[config.mk]
export PLATFORM = sky130hd
export DESIGN_NAME = ocl_xor_regs
export DESIGN_NICKNAME = d
export VERILOG_FILES = /design/src/rtl/ocl_xor_regs.sv
export SDC_FILE = /design/constraint.sdc
export NUM_CORES = 1
export LEC_CHECK = 0
export ABC_CLOCK_PERIOD_IN_PS = 12200
export CAP_MARGIN = 15
export CORE_ASPECT_RATIO = 0.9
export CORE_MARGIN = 1.5
export CORE_UTILIZATION = 35
export CTS_CLUSTER_SIZE = 20
export DETAILED_ROUTE_END_ITERATION = 8
export MAX_ROUTING_LAYER = met4
export PLACE_DENSITY_LB_ADDON = 0.1
export RECOVER_POWER = 25
export SYNTH_ARGS = -nofsm -noshare
export SYNTH_HDL_FRONTEND = slang
export SYNTH_SLANG_ARGS = --single-unit
export TNS_END_PERCENT = 30
[constraint.sdc]
create_clock -name clk_main_a0 -period 12.2 [get_ports clk_main_a0]
set_input_delay 1.83 -clock clk_main_a0 [delete_from_list [all_inputs] [get_ports clk_main_a0]]
set_output_delay 1.83 -clock clk_main_a0 [all_outputs]
set_load 0.03 [all_outputs]
[src/rtl/ocl_xor_regs.sv]
// AXI4-Lite responder for the XOR CL OCL path: operands OPA/OPB, their XOR, an ID word and a counter.
// Define OCL_XOR_CNT_EN to build the RESULT-read access counter at 0x0C; otherwise 0x0C reads 0.
module ocl_xor_regs #(
   parameter int unsigned ADDR_W   = 32,
   parameter logic [31:0] ID_VALUE = 32'h1D51_FEDD,
   parameter logic [31:0] ERR_DATA = 32'hDEAD_BEEF
) (
   input  logic              clk_main_a0,
   input  logic              rst_main,
   input  logic [ADDR_W-1:0] awaddr,
   input  logic              awvalid,
   output logic              awready,
   input  logic [31:0]       wdata,
   input  logic [3:0]        wstrb,
   input  logic              wvalid,
   output logic              wready,
   output logic [1:0]        bresp,
   output logic              bvalid,
   input  logic              bready,
   input  logic [ADDR_W-1:0] araddr,
   input  logic              arvalid,
   output logic              arready,
   output logic [31:0]       rdata,
   output logic [1:0]        rresp,
   output logic              rvalid,
   input  logic              rready
);
   localparam logic [1:0] RESP_OKAY   = 2'b00;
   localparam logic [1:0] RESP_SLVERR = 2'b10;

   typedef enum logic [1:0] {W_IDLE, W_WAIT_W, W_WAIT_AW, W_RESP} wrState_e;
   typedef enum logic {R_IDLE, R_DATA} rdState_e;

   wrState_e          wrState_q, wrState_d;
   rdState_e          rdState_q, rdState_d;
   logic              awready_q, awready_d, wready_q, wready_d, bvalid_q, bvalid_d;
   logic [1:0]        bresp_q, bresp_d, rresp_q, rresp_d;
   logic              arready_q, arready_d, rvalid_q, rvalid_d;
   logic [31:0]       rdata_q, rdata_d;
   logic [ADDR_W-1:2] wAddr_q, wAddr_d;
   logic [31:0]       wData_q, wData_d;
   logic [3:0]        wStrb_q, wStrb_d;
   logic [31:0]       opA_q, opA_d, opB_q, opB_d;
   logic [31:0]       cntValue;

   logic              awFire, wFire, arFire, bFire, rFire, commit;
   logic [ADDR_W-1:2] cWord;
   logic [31:0]       cData, rdVal;
   logic [3:0]        cStrb;
   logic [2:0]        cIdx, rIdx;
   logic              cMapped, rMapped;
   logic [3:0]        unusedAddrBits;

   assign unusedAddrBits = {awaddr[1:0], araddr[1:0]};

   assign awFire = awvalid && awready_q;
   assign wFire  = wvalid && wready_q;
   assign arFire = arvalid && arready_q;
   assign bFire  = bvalid_q && bready;
   assign rFire  = rvalid_q && rready;

   // Whichever half arrived first was latched; the other comes straight from the bus.
   assign cWord   = (wrState_q == W_WAIT_W) ? wAddr_q : awaddr[ADDR_W-1:2];
   assign cData   = (wrState_q == W_WAIT_AW) ? wData_q : wdata;
   assign cStrb   = (wrState_q == W_WAIT_AW) ? wStrb_q : wstrb;
   assign cIdx    = cWord[4:2];
   assign cMapped = (cWord[ADDR_W-1:5] == '0) && (cIdx <= 3'd4);
   assign commit  = ((wrState_q == W_IDLE) && awFire && wFire) ||
                    ((wrState_q == W_WAIT_W) && wFire) ||
                    ((wrState_q == W_WAIT_AW) && awFire);

   assign rIdx    = araddr[4:2];
   assign rMapped = (araddr[ADDR_W-1:5] == '0) && (rIdx <= 3'd4);

`ifdef OCL_XOR_CNT_EN
   logic [31:0] cnt_q;
   logic        cntClear;

   // Clearing by a write wins over a RESULT read accepted in the same cycle.
   always_ff @(posedge clk_main_a0 or posedge rst_main) begin
      if (rst_main) cnt_q <= '0;
      else if (cntClear) cnt_q <= '0;
      else if (arFire && rMapped && (rIdx == 3'd2)) cnt_q <= cnt_q + 32'd1;
   end
   assign cntValue = cnt_q;
`else
   assign cntValue = '0;
`endif

   // Write channel: address/data may arrive in either order; the commit happens when both are present.
   always_comb begin
      wrState_d = wrState_q;
      wAddr_d   = wAddr_q;
      wData_d   = wData_q;
      wStrb_d   = wStrb_q;
      bresp_d   = bresp_q;
      opA_d     = opA_q;
      opB_d     = opB_q;
`ifdef OCL_XOR_CNT_EN
      cntClear  = 1'b0;
`endif
      case (wrState_q)
         W_IDLE: begin
            if (awFire && wFire) wrState_d = W_RESP;
            else if (awFire) begin
               wAddr_d   = awaddr[ADDR_W-1:2];
               wrState_d = W_WAIT_W;
            end else if (wFire) begin
               wData_d   = wdata;
               wStrb_d   = wstrb;
               wrState_d = W_WAIT_AW;
            end
         end
         W_WAIT_W:  if (wFire) wrState_d = W_RESP;
         W_WAIT_AW: if (awFire) wrState_d = W_RESP;
         W_RESP:    if (bFire) wrState_d = W_IDLE;
         default:   wrState_d = W_IDLE;
      endcase
      if (commit) begin
         bresp_d = RESP_SLVERR;
         if (cMapped && (cIdx == 3'd0)) begin
            bresp_d = RESP_OKAY;
            for (int i = 0; i < 4; i++) if (cStrb[i]) opA_d[8*i +: 8] = cData[8*i +: 8];
         end else if (cMapped && (cIdx == 3'd1)) begin
            bresp_d = RESP_OKAY;
            for (int i = 0; i < 4; i++) if (cStrb[i]) opB_d[8*i +: 8] = cData[8*i +: 8];
         end
`ifdef OCL_XOR_CNT_EN
         else if (cMapped && (cIdx == 3'd3)) cntClear = 1'b1;
`endif
      end
      awready_d = (wrState_d == W_IDLE) || (wrState_d == W_WAIT_AW);
      wready_d  = (wrState_d == W_IDLE) || (wrState_d == W_WAIT_W);
      bvalid_d  = (wrState_d == W_RESP);
   end

   // Read channel: data is captured at address accept, so a same-cycle write is not yet visible.
   always_comb begin
      rdState_d = rdState_q;
      rdata_d   = rdata_q;
      rresp_d   = rresp_q;
      case (rIdx)
         3'd0:    rdVal = opA_q;
         3'd1:    rdVal = opB_q;
         3'd2:    rdVal = opA_q ^ opB_q;
         3'd3:    rdVal = cntValue;
         3'd4:    rdVal = ID_VALUE;
         default: rdVal = '0;
      endcase
      case (rdState_q)
         R_IDLE: if (arFire) begin
            rdState_d = R_DATA;
            rdata_d   = rMapped ? rdVal : ERR_DATA;
            rresp_d   = rMapped ? RESP_OKAY : RESP_SLVERR;
         end
         R_DATA:  if (rFire) rdState_d = R_IDLE;
         default: rdState_d = R_IDLE;
      endcase
      arready_d = (rdState_d == R_IDLE);
      rvalid_d  = (rdState_d == R_DATA);
   end

   always_ff @(posedge clk_main_a0 or posedge rst_main) begin
      if (rst_main) begin
         wrState_q <= W_IDLE;
         rdState_q <= R_IDLE;
         awready_q <= 1'b0;
         wready_q  <= 1'b0;
         bvalid_q  <= 1'b0;
         bresp_q   <= RESP_OKAY;
         arready_q <= 1'b0;
         rvalid_q  <= 1'b0;
         rdata_q   <= '0;
         rresp_q   <= RESP_OKAY;
         wAddr_q   <= '0;
         wData_q   <= '0;
         wStrb_q   <= '0;
         opA_q     <= '0;
         opB_q     <= '0;
      end else begin
         wrState_q <= wrState_d;
         rdState_q <= rdState_d;
         awready_q <= awready_d;
         wready_q  <= wready_d;
         bvalid_q  <= bvalid_d;
         bresp_q   <= bresp_d;
         arready_q <= arready_d;
         rvalid_q  <= rvalid_d;
         rdata_q   <= rdata_d;
         rresp_q   <= rresp_d;
         wAddr_q   <= wAddr_d;
         wData_q   <= wData_d;
         wStrb_q   <= wStrb_d;
         opA_q     <= opA_d;
         opB_q     <= opB_d;
      end
   end

   assign awready = awready_q;
   assign wready  = wready_q;
   assign bvalid  = bvalid_q;
   assign bresp   = bresp_q;
   assign arready = arready_q;
   assign rvalid  = rvalid_q;
   assign rdata   = rdata_q;
   assign rresp   = rresp_q;
endmodule
==> out/qor.csv <==
stage;metric;value;unit
outcome;status;complete, but fails checks;
outcome;failing checks;max-capacitance violations, max-slew violations;
floorplanning;Die W;163;um
yosys;Mapped Cells;636;
yosys;Synth Cell Area;0.00804;mm^2
yosys;Synth cell types;43;
cells_and_area;Layout Nets;876;
yosys;EDFF count, synth;0;
critical_path;Max stage delay on crit path;2.63;ns
critical_path;CP Cell Sequence;dlygate4sd3_1, clkinvlp_2, buf_4;
cells_and_area;fillers;2097;
clock_tree;CTS tree;built;
cells_and_area;fin cells;1078;
clock_tree;CTS Buf Count;17;
yosys;Synthesis Warnings;0;
cells_and_area;Reg area;0.00428;mm^2
timing;Period minus WS final;5.67;ns
critical_path;CP Capture Type;async pin;
critical_path;CP Class;input port to async pin;
floorplanning;IO Pins;148;
timing;Final Hold Fails;0;
critical_path;Req. time, crit path;12.65;ns
floorplanning;core area;0.0225;mm^2
clock_tree;hold buffers post-CTS;0;
grt;first-pass GRT wire length;32.3;mm
detailed_routing;DRC viols;0;
place;Post-Place Cells;1044;
yosys;commonest cells in the netlist;dfrtp_1, mux2_2, o21ai_0;
critical_path;Worst path slowest cell;clkinvlp_2;
timing;final setup fails;0;
floorplanning;area of the die;0.0239;mm^2
clock_tree;Worst-path clk slew;0.06;ns
place;Port Buffers;141;
clock_tree;Worst-Skew Late Latency;0.43;ns
critical_path;WP data arrival;6.12;ns
timing;RSZ-0062 raised after global routing;false;
grt;Remaining Overflow, GRT;0;
floorplanning;Die H;147;um
timing;clk_skew;0.00673;ns
clock_tree;Post-CTS Setup Bufs;0;
grt;largest net degree at the start of global routing;107;
cells_and_area;Multi-input gate area;0.00360;mm^2
yosys;Most used DFF post-synth;dfrtp_1;
critical_path;maximum fanout along the worst path;106;
power_and_ir_drop;Total Power;0.00175;W
clock_tree;CTS Sinks;171;
yosys;most common cell in the netlist;dfrtp_1;
cells_and_area;diodes inserted;0;
yosys;synth top area cells;dfrtp_1, mux2_2, mux2i_1;
power_and_ir_drop;VDD IR max;106;uV
power_and_ir_drop;Leak;4.33;nW
cells_and_area;layout cells sized above 1;26.2;%
clock_tree;H-Tree Depth;4;
detailed_routing;via-per-instance ratio;5.32;
yosys;Yosys top cell area share;53.2;%
critical_path;Critical Path Source Type;input port;
clock_tree;Root Buffer Master;clkbuf_16;
floorplanning;initial core utilization;35.7;%
yosys;Yosys reg bits;171;
min_path;class of the worst hold path;flip-flop to flip-flop;
power_and_ir_drop;Cell Pwr Density;170;mW/mm^2
yosys;cell taking the most area after synthesis;dfrtp_1;
yosys;Avg Cell Area, Syn;12.6;um^2
detailed_routing;Iter 0 DRT Violations;312;
cells_and_area;final design utilization;45.9;%
run;maxcap violations;1;
yosys;asr flop ratio synth;100;%
clock_tree;CTS Buffer Depth;2;
timing;Worst-Margin Slew;4.74;ns
cells_and_area;area grow syn2layout;28.5;%
detailed_routing;wire per inst;19.0;um
yosys;post-synthesis sequential area ratio;53.2;%
detailed_routing;Post-Route WL;20.5;mm
detailed_routing;Vias;5733;
grt;global-route usage over all layers;18.3;%
timing;Final Slew Violations;107;
timing;Fmax;0.176;GHz
timing;Final period util;46.5;%
timing;sum of negative setup slack;0;ns
place;HPWL after DPL;13.6;mm
grt;vias in the first global route;6051;
floorplanning;FP Rows;52;
timing;relative slew slack;-218;%
clock_tree;# resized after CTS;0;
grt;initial antenna violation count;0;
detailed_routing;Detailed Routing Iterations Pass 1;4;
detailed_routing;Routed Antenna Nets;0;
place;gpl congestion;0.744;
[kinds of logic (layout without fill, tap and decap cells)]
group	Yosys count	after routing	share of synthesized area (%)
buffers and inverters	44	188	2.19
DFF	171	171	53.2
and+or+nand+nor	111	111	8.20
muxes	190	190	26.2
other	1	2	0.0466
xor gates and xnor gates	2	2	0.218
AOI/OAI and AO/OA	117	117	9.93
[placed cells by master, fill, tap and decap left out, types with 8 or more instances in the layout]
master | synthesis | final
a22o_1 | 8 | 8
a22oi_1 | 30 | 30
clkbuf_16 | 0 | 17
clkdlybuf4s50_1 | 0 | 137
dfrtp_1 | 171 | 171
mux2_2 | 158 | 158
mux2i_1 | 28 | 28
nand2_1 | 23 | 23
nor2_1 | 28 | 28
nor4_1 | 19 | 19
o21ai_0 | 39 | 39
o22a_1 | 13 | 13
o311ai_0 | 9 | 9
[path summary, 6_finish.rpt]
check | from | to | slack (ns) | cells past startpoint
max | rst_main | rdata[10] | 6.53 | 3
min | rresp[1] | rresp[1] | 0.48 | 2
max reg2reg | wrState_q[1] | opB_q[24] | 8.80 | 5
min reg2reg | rresp[1] | rresp[1] | 0.48 | 2
max in group clk_main_a0 | awvalid | opB_q[24] | 7.86 | 6
min in group asynchronous | rst_main | wData_q[19] | 3.31 | 2
[through the flow]
step / cell area (um^2) / setup WS [ns] / hold slack [ns]
finish: 10300 / 6.53 / 0.480
global route: 10300 / 5.72 / 0.518
CTS: 10300 / 7.99 / 0.487
detailed placement: 9740 / 7.53 / 0.471
global placement: 9740 / 7.55 / 0.463
floorplan: 8040 / 5.74 / 0.472
[flip-flops by register name, indices dropped and copies added (netlist names)]
| register | count |
|---|---|
| wData_q | 32 |
| rresp | 1 |
| opB_q | 32 |
| bvalid | 1 |
| arready | 1 |
| wrState_q | 2 |
| rdata | 32 |
| wStrb_q | 4 |
| wAddr_q | 30 |
| awready | 1 |
| bresp | 1 |
| opA_q | 32 |
| rvalid | 1 |
| wready | 1 |
[power by group]
part | leakage [nW] | internal, W | total (W) | switching, W
combinational | 1.90 | 0.000237 | 0.000468 | 0.000231
clock | 0.270 | 0.000295 | 0.000510 | 0.000215
sequential | 2.16 | 0.000699 | 0.000776 | 0.0000765
total | 4.33 | 0.00123 | 0.00175 | 0.000523
[metal layers]
| metal | up-vias | share of wire [%] | GRT usage, % |
|---|---|---|---|
| li1 | 2653 | - | - |
| met1 | 2921 | 45 | 23.1 |
| met2 | 145 | 48 | 29.5 |
| met3 | 14 | 5.9 | 4.18 |
| met4 | 0 | 0.83 | 4.59 |
| met5 | - | 0 | - |
[critical path, delay by kind of cell]
| kind | cells | cell delay [ns] |
|---|---|---|
| buffers and inverters | 3 | 4.16 |
[layout make-up]
cell class              instances  share of cell area, %
flip-flops and latches        171                   41.4
multi-input cells             422                   34.8
repair buffers                151                   14.6
clock buffers                  24                   4.66
well taps                     297                   3.60
clock inverters                 7                  0.642
inverters                       6                  0.230
Power figures use the tool's default switching activity.
